`config.mk`:
```
export PLATFORM = sky130hd
export DESIGN_NAME = seq_div_signed16_r2
export DESIGN_NICKNAME = d
export VERILOG_FILES = /design/src/rtl/div_pkg.sv /design/src/rtl/div_restore_step.sv /design/src/rtl/seq_div_signed16_r2.sv
export SDC_FILE = /design/constraint.sdc
export NUM_CORES = 1
export LEC_CHECK = 0
export BUFFER_PORTS_ARGS = -buffer_cell sky130_fd_sc_hd__buf_2
export CELL_PAD_IN_SITES_DETAIL_PLACEMENT = 1
export CELL_PAD_IN_SITES_GLOBAL_PLACEMENT = 1
export CORE_UTILIZATION = 44
export CTS_CLUSTER_SIZE = 24
export DETAILED_ROUTE_END_ITERATION = 10
export PLACE_DENSITY = 0.83
export SLEW_MARGIN = 20
export SYNTH_ARGS = -nofsm -noshare
export SYNTH_HDL_FRONTEND = slang
export SYNTH_SLANG_ARGS = --single-unit
```
`constraint.sdc`:
```
create_clock -name clk -period 3.2 [get_ports clk]
set_input_delay 0.16 -clock clk [delete_from_list [all_inputs] [get_ports clk]]
set_output_delay 0.16 -clock clk [all_outputs]
set_load 0.03 [all_outputs]
```
`src/rtl/div_pkg.sv`:
```
// Shared definitions for the sequential radix-2 signed divider.
package div_pkg;

  localparam int unsigned DIV_WIDTH = 16;
  localparam int unsigned DIV_ITER  = DIV_WIDTH;

  typedef enum logic [2:0] {
    StIdle,
    StAbs,
    StIter,
    StFix,
    StDone
  } div_state_t;

  // Quotient reported for a divide by zero.
  localparam logic [DIV_WIDTH-1:0] DIV_Q_DBZ = '1;

endpackage

```
`src/rtl/div_restore_step.sv`:
```
// One restoring-division step: shift in the next dividend bit, trial-subtract the divisor
// magnitude and keep the difference only if it did not go negative.
module div_restore_step
  import div_pkg::*;
#(
  parameter int unsigned WIDTH = DIV_WIDTH
) (
  input  logic [WIDTH:0]   prem_in,
  input  logic             qbit_in,
  input  logic [WIDTH-1:0] dmag,
  output logic [WIDTH:0]   prem_out,
  output logic             qbit_out
);

  logic [WIDTH:0] shifted;
  logic [WIDTH:0] trial;

  // Partial remainder always stays below dmag, so the top bit of prem_in is never needed.
  always_comb begin
    shifted  = {prem_in[WIDTH-1:0], qbit_in};
    trial    = shifted - {1'b0, dmag};
    qbit_out = ~trial[WIDTH];
    prem_out = qbit_out ? trial : shifted;
  end

endmodule

```
`src/rtl/seq_div_signed16_r2.sv`:
```
// Sequential radix-2 signed divider, one quotient bit per cycle.
// Optional build macro DIV_OVF_SAT_EN: saturate -2^(WIDTH-1) / -1 to the largest positive
// quotient and raise ovf; otherwise the quotient wraps and ovf stays 0.
module seq_div_signed16_r2
  import div_pkg::*;
#(
  parameter int unsigned WIDTH = DIV_WIDTH
) (
  input  logic             clk,
  input  logic             rst,
  input  logic             start,
  input  logic [WIDTH-1:0] dividend,
  input  logic [WIDTH-1:0] divisor,
  output logic             busy,
  output logic             done,
  output logic [WIDTH-1:0] quotient,
  output logic [WIDTH-1:0] remainder,
  output logic             div_by_zero,
  output logic             ovf
);

  localparam int unsigned ITER = WIDTH;
  localparam int unsigned CntW = $clog2(ITER);

  div_state_t       state_q, state_d;
  logic             busy_q, busy_d, done_q, done_d;
  logic [WIDTH-1:0] quot_q, quot_d, rem_q, rem_d;
  logic             dbz_q, dbz_d, ovf_q, ovf_d;
  logic [WIDTH-1:0] dvd_q, dvd_d, dvs_q, dvs_d;
  logic [WIDTH-1:0] dmag_q, dmag_d, qmag_q, qmag_d;
  logic [WIDTH:0]   prem_q, prem_d;
  logic [CntW-1:0]  cnt_q, cnt_d;

  logic [WIDTH:0]   step_prem;
  logic             step_qbit;
  logic             q_neg;

  div_restore_step #(
    .WIDTH(WIDTH)
  ) u_step (
    .prem_in (prem_q),
    .qbit_in (qmag_q[WIDTH-1]),
    .dmag    (dmag_q),
    .prem_out(step_prem),
    .qbit_out(step_qbit)
  );

  assign q_neg = dvd_q[WIDTH-1] ^ dvs_q[WIDTH-1];

  // Next-state and registered-output logic for the divide sequence.
  always_comb begin
    state_d = state_q;
    busy_d  = busy_q;
    done_d  = done_q;
    quot_d  = quot_q;
    rem_d   = rem_q;
    dbz_d   = dbz_q;
    ovf_d   = ovf_q;
    dvd_d   = dvd_q;
    dvs_d   = dvs_q;
    dmag_d  = dmag_q;
    qmag_d  = qmag_q;
    prem_d  = prem_q;
    cnt_d   = cnt_q;
    unique case (state_q)
      StIdle: begin
        if (start) begin
          dvd_d   = dividend;
          dvs_d   = divisor;
          busy_d  = 1'b1;
          state_d = (divisor == '0) ? StDone : StAbs;
        end
      end
      StAbs: begin
        // Magnitude of the most negative value is 2^(WIDTH-1), still representable unsigned.
        qmag_d  = dvd_q[WIDTH-1] ? -dvd_q : dvd_q;
        dmag_d  = dvs_q[WIDTH-1] ? -dvs_q : dvs_q;
        prem_d  = '0;
        cnt_d   = CntW'(ITER - 1);
        state_d = StIter;
      end
      StIter: begin
        prem_d = step_prem;
        qmag_d = {qmag_q[WIDTH-2:0], step_qbit};
        cnt_d  = cnt_q - 1'b1;
        if (cnt_q == '0) begin
          state_d = StFix;
        end
      end
      StFix: begin
        quot_d = q_neg ? -qmag_q : qmag_q;
        rem_d  = dvd_q[WIDTH-1] ? -prem_q[WIDTH-1:0] : prem_q[WIDTH-1:0];
        dbz_d  = 1'b0;
        ovf_d  = 1'b0;
`ifdef DIV_OVF_SAT_EN
        // A non-negated magnitude with the top bit set only arises from min / -1.
        if (!q_neg && qmag_q[WIDTH-1]) begin
          quot_d = {1'b0, {(WIDTH-1){1'b1}}};
          ovf_d  = 1'b1;
        end
`endif
        done_d  = 1'b1;
        state_d = StDone;
      end
      StDone: begin
        if (done_q) begin
          done_d  = 1'b0;
          busy_d  = 1'b0;
          state_d = StIdle;
        end else begin
          // Divide-by-zero arrives here straight from idle; load its results now.
          quot_d = DIV_Q_DBZ;
          rem_d  = dvd_q;
          dbz_d  = 1'b1;
          ovf_d  = 1'b0;
          done_d = 1'b1;
        end
      end
      default: state_d = StIdle;
    endcase
  end

  // State and output registers with synchronous reset.
  always_ff @(posedge clk) begin
    if (rst) begin
      state_q <= StIdle;
      busy_q  <= 1'b0;
      done_q  <= 1'b0;
      quot_q  <= '0;
      rem_q   <= '0;
      dbz_q   <= 1'b0;
      ovf_q   <= 1'b0;
      dvd_q   <= '0;
      dvs_q   <= '0;
      dmag_q  <= '0;
      qmag_q  <= '0;
      prem_q  <= '0;
      cnt_q   <= '0;
    end else begin
      state_q <= state_d;
      busy_q  <= busy_d;
      done_q  <= done_d;
      quot_q  <= quot_d;
      rem_q   <= rem_d;
      dbz_q   <= dbz_d;
      ovf_q   <= ovf_d;
      dvd_q   <= dvd_d;
      dvs_q   <= dvs_d;
      dmag_q  <= dmag_d;
      qmag_q  <= qmag_d;
      prem_q  <= prem_d;
      cnt_q   <= cnt_d;
    end
  end

  assign busy        = busy_q;
  assign done        = done_q;
  assign quotient    = quot_q;
  assign remainder   = rem_q;
  assign div_by_zero = dbz_q;
  assign ovf         = ovf_q;

endmodule
```
; ---- Word level (Yosys, flattened, before mapping)
; Index checks and enable logic that the tools add are counted.
[word_totals]
ramBits = 0
output_inout_bits = 36
rom_bits = 0
in_bits = 35
memories = 0
regBits = 123
wordCells = 65
latch_bits = 0
[op_classes]
n_eq_ne = 8
muxes = 26
n_addsub = 6
n_mul = 0
bitwise_logic = 2
n_reduce_logical = 10
n_div = 0
magnitude_cmp = 0
n_shift = 0
[ops]
columns = cell, n
row1 = 16-bit case mux with 2 select lines, 4
row2 = 16-bit 2-to-1 mux, 7
row3 = 16-bit negation, 4
row4 = 17-bit by 16-bit subtractor with 17-bit output, 1
row5 = 16-bit zero test, 1
row6 = 3-bit case mux with 5 select lines, 1
row7 = 3-bit 2-to-1 mux, 4
row8 = "2-bit != test, second input constant", 4
row9 = 1-bit case mux with 2 select lines, 4
row10 = 4-bit case mux with 2 select lines, 1
row11 = "3-bit by 2-bit equality test with 1-bit output, second input constant", 2
row12 = 3-bit AND reduction, 2
row13 = 2-bit nonzero test, 3
row14 = 1-bit 2-to-1 mux, 5
row15 = 4-bit zero test, 1
row16 = 2-bit AND reduction, 2
row17 = "4-bit by 1-bit subtractor with 4-bit output, second input constant", 1
row18 = "3-bit by 1-bit equality test with 1-bit output, second input constant", 1
row19 = "3-bit equality test, second input constant", 1
row20 = 3-bit zero test, 1
row21 = 1-bit inverter, 1
row22 = 1-bit XOR, 1

; ---- Longest topological paths before layout
[logic_depth]
word_depth = 4
depth_mapped = 11
ltp_nobuf = 10

; ---- By module
; A second synthesis with hierarchy kept.
[hier_totals]
hier_cells = 858
hier_area_um2 = 6834.1
[modules_own_cells]
columns = mod, cells_each, seq_area_each_um2, instances, area_per_inst_um2
row1 = seq_div_signed16_r2, 709, 2462.4, 1, 5761.8
row2 = div_restore_step, 149, 0.0, 1, 1072.3

; ---- Worst setup path after synthesis
; No wires, ideal clock.
[synth_timing]
path_kind = register to register
startpoint = reg qmag_q[15]
endpoint = reg prem_q[10]
path_stages_with_launch = 12
arrival_time_ns = 2.418
period_less_slack_ns = 2.546
setup_ns = 0.127
required_time_ns = 3.073
setup_slack_ns = 0.654
n_path_buf = 1
cell_sequence = dfxtp_1 -> inv_1 -> ha_1 -> fa_1 -> nand2b_1 -> a21oi_1 -> nor2_1 -> o31ai_4 -> xor2_4 -> buf_12 -> mux2i_1 -> o21ai_1
[synth_between]
elab_chain_cells = 3
[synth_lines]
columns = item, line_no
row1 = from (decl), seq_div_signed16_r2.sv:30  ; logic [WIDTH-1:0] dmag_q, dmag_d, qmag_q, qmag_d;
row2 = from (signal assigned), seq_div_signed16_r2.sv:150  ; qmag_q <= qmag_d;
row3 = 17-bit by 16-bit subtractor with 17-bit output, div_restore_step.sv:21  ; trial = shifted - {1'b0, dmag};
row4 = 16-bit 2-to-1 mux, div_restore_step.sv:23  ; prem_out = qbit_out ? trial : shifted;
row5 = 16-bit case mux with 2 select lines, seq_div_signed16_r2.sv:65  ; unique case (state_q)
row6 = to (signal assigned), seq_div_signed16_r2.sv:151  ; prem_q <= prem_d;
row7 = to (decl), seq_div_signed16_r2.sv:31  ; logic [WIDTH:0] prem_q, prem_d;
; Every way passes these cells.
; A chain may end at the register's enable or synchronous reset.

; ---- Final worst setup path
[layout_timing]
startpoint = reg qmag_q[15]
endpoint = reg prem_q[1]
; The elaborated chain is that of the path after synthesis.

==> reports/summary.txt <==
outcome = completed
final instance area = 8070 um^2
P_sw = 1.91 mW
WL final = 21.5 mm
fraction of layout cells with a size suffix above 1 = 14.1%
I/O Buffers = 69
kind of critical path = flip-flop to flip-flop
area of the core = 14600 um^2
Diodes inserted = 0
gpl congestion = 0.852
Mapped Area = 6660 um^2
fmax = 348 MHz
Crit path required time = 3.55 ns
clk_skew = 0.00934 ns
synthesis-to-layout area growth = 21.2%
Initial DRT Pass Iterations = 7
Post-synth ARST share = 0%
total global-route track usage = 28.4%
RSZ-0062 raised after global routing = no
Tightest Pin Transition = 0.989 ns
Mapped Cells = 844
CP bufs+invs = 2
Worst Path Max Fanout = 7
Clock Latency Late Sink = 0.43 ns
Synth area leader = dfxtp_1
worst rel slew slack = 33.8%
syn nets = 901
CP Capture Type = flip-flop
#FFs+latches synth = 122
Layout fillers = 1792
clock buffer depth = 2
initial DRC count = 413
nets@finish = 985
Die Y = 125 um
endpoints failing setup = 0
share of the synthesized area in the top cell type = 36.7%
register area share after synthesis = 36.7%
dominant synthesized flop cell = dfxtp_1
total CTS buffers = 17
IO Pins = 71
initial antenna violation count = 0
Vias/cell = 5.73
critical path's top delay family = compound AO/OA/AOI/OAI gates
Antenna Nets Post-Route = 0
mean post-synth cell area = 7.89 um^2
CP max stage cell = fa_1
DR vias = 6446
Final Slew Violations = 0
library cells used by synthesis = 57
Rows = 44
Area contributors post-synth = dfxtp_1 37%, nand2_1 7.7%, a21oi_1 5.9%
initial core utilization = 45.5%
worst path arrival time = 3.22 ns
Sw Ratio = 33.8%
CTS tree = done
first-pass GRT wire length = 35.0 mm
DP HPWL = 14.3 mm
die area = 15600 um^2
Hold Vio Cnt, Final = 0
Place WS = 0.170 ns
DR WL/cell = 19.1 um
leak pwr = 3.12 nW
Hold Path Class = primary input to flip-flop
CTS root buf = clkbuf_16
commonest cells after routing, fill and taps aside = 136 x nand2_1, 122 x dfxtp_1, 98 x nor2_1
vias in the first global route = 6552
fin crit share = 89.9%
Die X = 125 um
Max-cap violations = 0
VDD IR max = 0.000414 V
PnR worst setup slack = 0.324 ns
total grt overflow = 0
drc violations = 0
Power per Cell Area = 701 nW/um^2
commonest non-fill, non-tap cell in the layout = nand2_1
Worst-path clk slew = 0.06 ns
Num Clock Sinks = 122
worst path cell trace = inv_1 -> ha_1 -> fa_1 -> nand2b_1 -> a21oi_1 -> nor2_1 -> o31ai_4 -> xor2_4 -> buf_4 -> mux2_2 -> o21ai_1
Pint = 3.75 mW
Post-DP Area = 7160 um^2
Post-Route Setup TNS = 0 ns
pin count of the biggest net entering global routing = 84
combinational share of power = 32.5%
Yosys Warn Count = 0
clock share of power = 35.7%
htree depth = 4
CP max stage delay = 0.40 ns
part of the power in registers = 31.8%
Post-synth EDFFs = 0
startpoint types = flip-flop
post-layout min period = 2.88 ns
-- logic make-up after synthesis --
family	Yosys count	share of synthesized area, %
AOI/OAI and AO/OA	228	22.2
adders and majority gates	22	4.24
other	1	0.0563
and+or+nand+nor	304	19.8
buffers and inverters	78	4.71
xor gates and xnor gates	70	9.48
muxes	19	2.89
DFF	122	36.7
-- layout make-up --
| class | count | area, um^2 | share of cell area, % |
|---|---|---|---|
| Sequential cell | 122 | 2440 | 30.3 |
| Clock buffer | 22 | 484 | 6.00 |
| Clock inverter | 10 | 139 | 1.72 |
| Multi-Input combinational cell | 644 | 3920 | 48.5 |
| Timing Repair Buffer | 115 | 756 | 9.36 |
| Inverter | 28 | 105 | 1.30 |
| Tap cell | 184 | 230 | 2.85 |
-- synth_stat cells (2+ instances only) --
cell type	instances
o21ai_0	36
nand3b_1	2
mux2_2	2
a31oi_1	3
nand2b_1	9
nor3_1	15
o21ai_1	13
nand2_1	136
xor2_1	30
nor4b_1	2
dfxtp_1	122
or4_1	4
nor2b_1	4
and3_1	4
clkbuf_1	45
o22ai_1	4
inv_1	28
nor2_1	98
o211ai_1	3
nor3b_1	3
nand3_1	4
mux2i_1	17
xnor2_1	39
nor4_1	8
a22oi_1	16
buf_1	2
ha_1	21
and2_1	3
o41ai_1	4
o21a_1	3
a21boi_0	2
or3_1	3
a211oi_1	29
a21oi_1	78
a221oi_1	16
o31ai_1	11
nand4_1	5
-- per-layer routing --
layer	wire length, um	GRT usage (%)	vias to the layer above
met5	0	0	-
met4	327	9.11	0
met3	1070	5.69	35
met2	10000	46.7	187
met1	10000	37.5	3098
li1	-	-	3126
-- power groups by stage --
stage	Clock, mW	Combinational (mW)	Sequential (mW)
floorplan	0	1.33	1.79
global placement	0	1.65	1.82
detailed placement	0	1.68	1.82
CTS	2.05	1.74	1.79
global route	2.11	2.01	1.82
finish	2.02	1.84	1.80
-- metrics by stage --
stage	utilization, %	std cells	total power [mW]	hold slack (ns)
after floorplan	-	844	3.12	0.296
after global placement	48.9	1063	3.47	0.406
after detailed placement	48.9	1063	3.51	0.411
after CTS	54.9	1120	5.58	0.00895
after global routing	55.1	1125	5.93	0.0161
final	55.1	1125	5.66	0.0132
-- path summary, 6_finish.rpt --
kind	from	end	slack (ns)	cells past startpoint
min reg2reg	dmag_q[10]	dmag_q[10]	0.46	2
min	divisor[3]	dvs_q[3]	0.01	3
max reg2reg	qmag_q[15]	prem_q[1]	0.32	11
max	qmag_q[15]	prem_q[1]	0.32	11
-- worst reg2reg max path, delay by kind of cell (launching register included) --
kind / cells / cell delay (ns)
flip-flops: 1 / 0.36
XOR/XNOR: 1 / 0.27
multiplexers: 1 / 0.33
AO/OA/AOI/OAI: 3 / 0.64
adder cells (fa/ha/maj): 2 / 0.61
buffers and inverters: 2 / 0.27
AND/OR/NAND/NOR: 2 / 0.33
-- flip-flops by register name, indices dropped and copies added, names as in the netlist, 3 cells and up --
| register | flops |
|---|---|
| remainder | 16 |
| dvs_q | 16 |
| dmag_q | 16 |
| prem_q | 16 |
| dvd_q | 16 |
| quotient | 16 |
| cnt_q | 4 |
| state_q | 3 |
| qmag_q | 16 |
-- what timing repair did --
action,CTS,global route
hold endpoints to repair,25,0
hold buffers,25,0
buffers inserted,0,5
resized for setup,0,0
endpoints found under the setup margin,0,2
(Power assumes the default switching activity.)
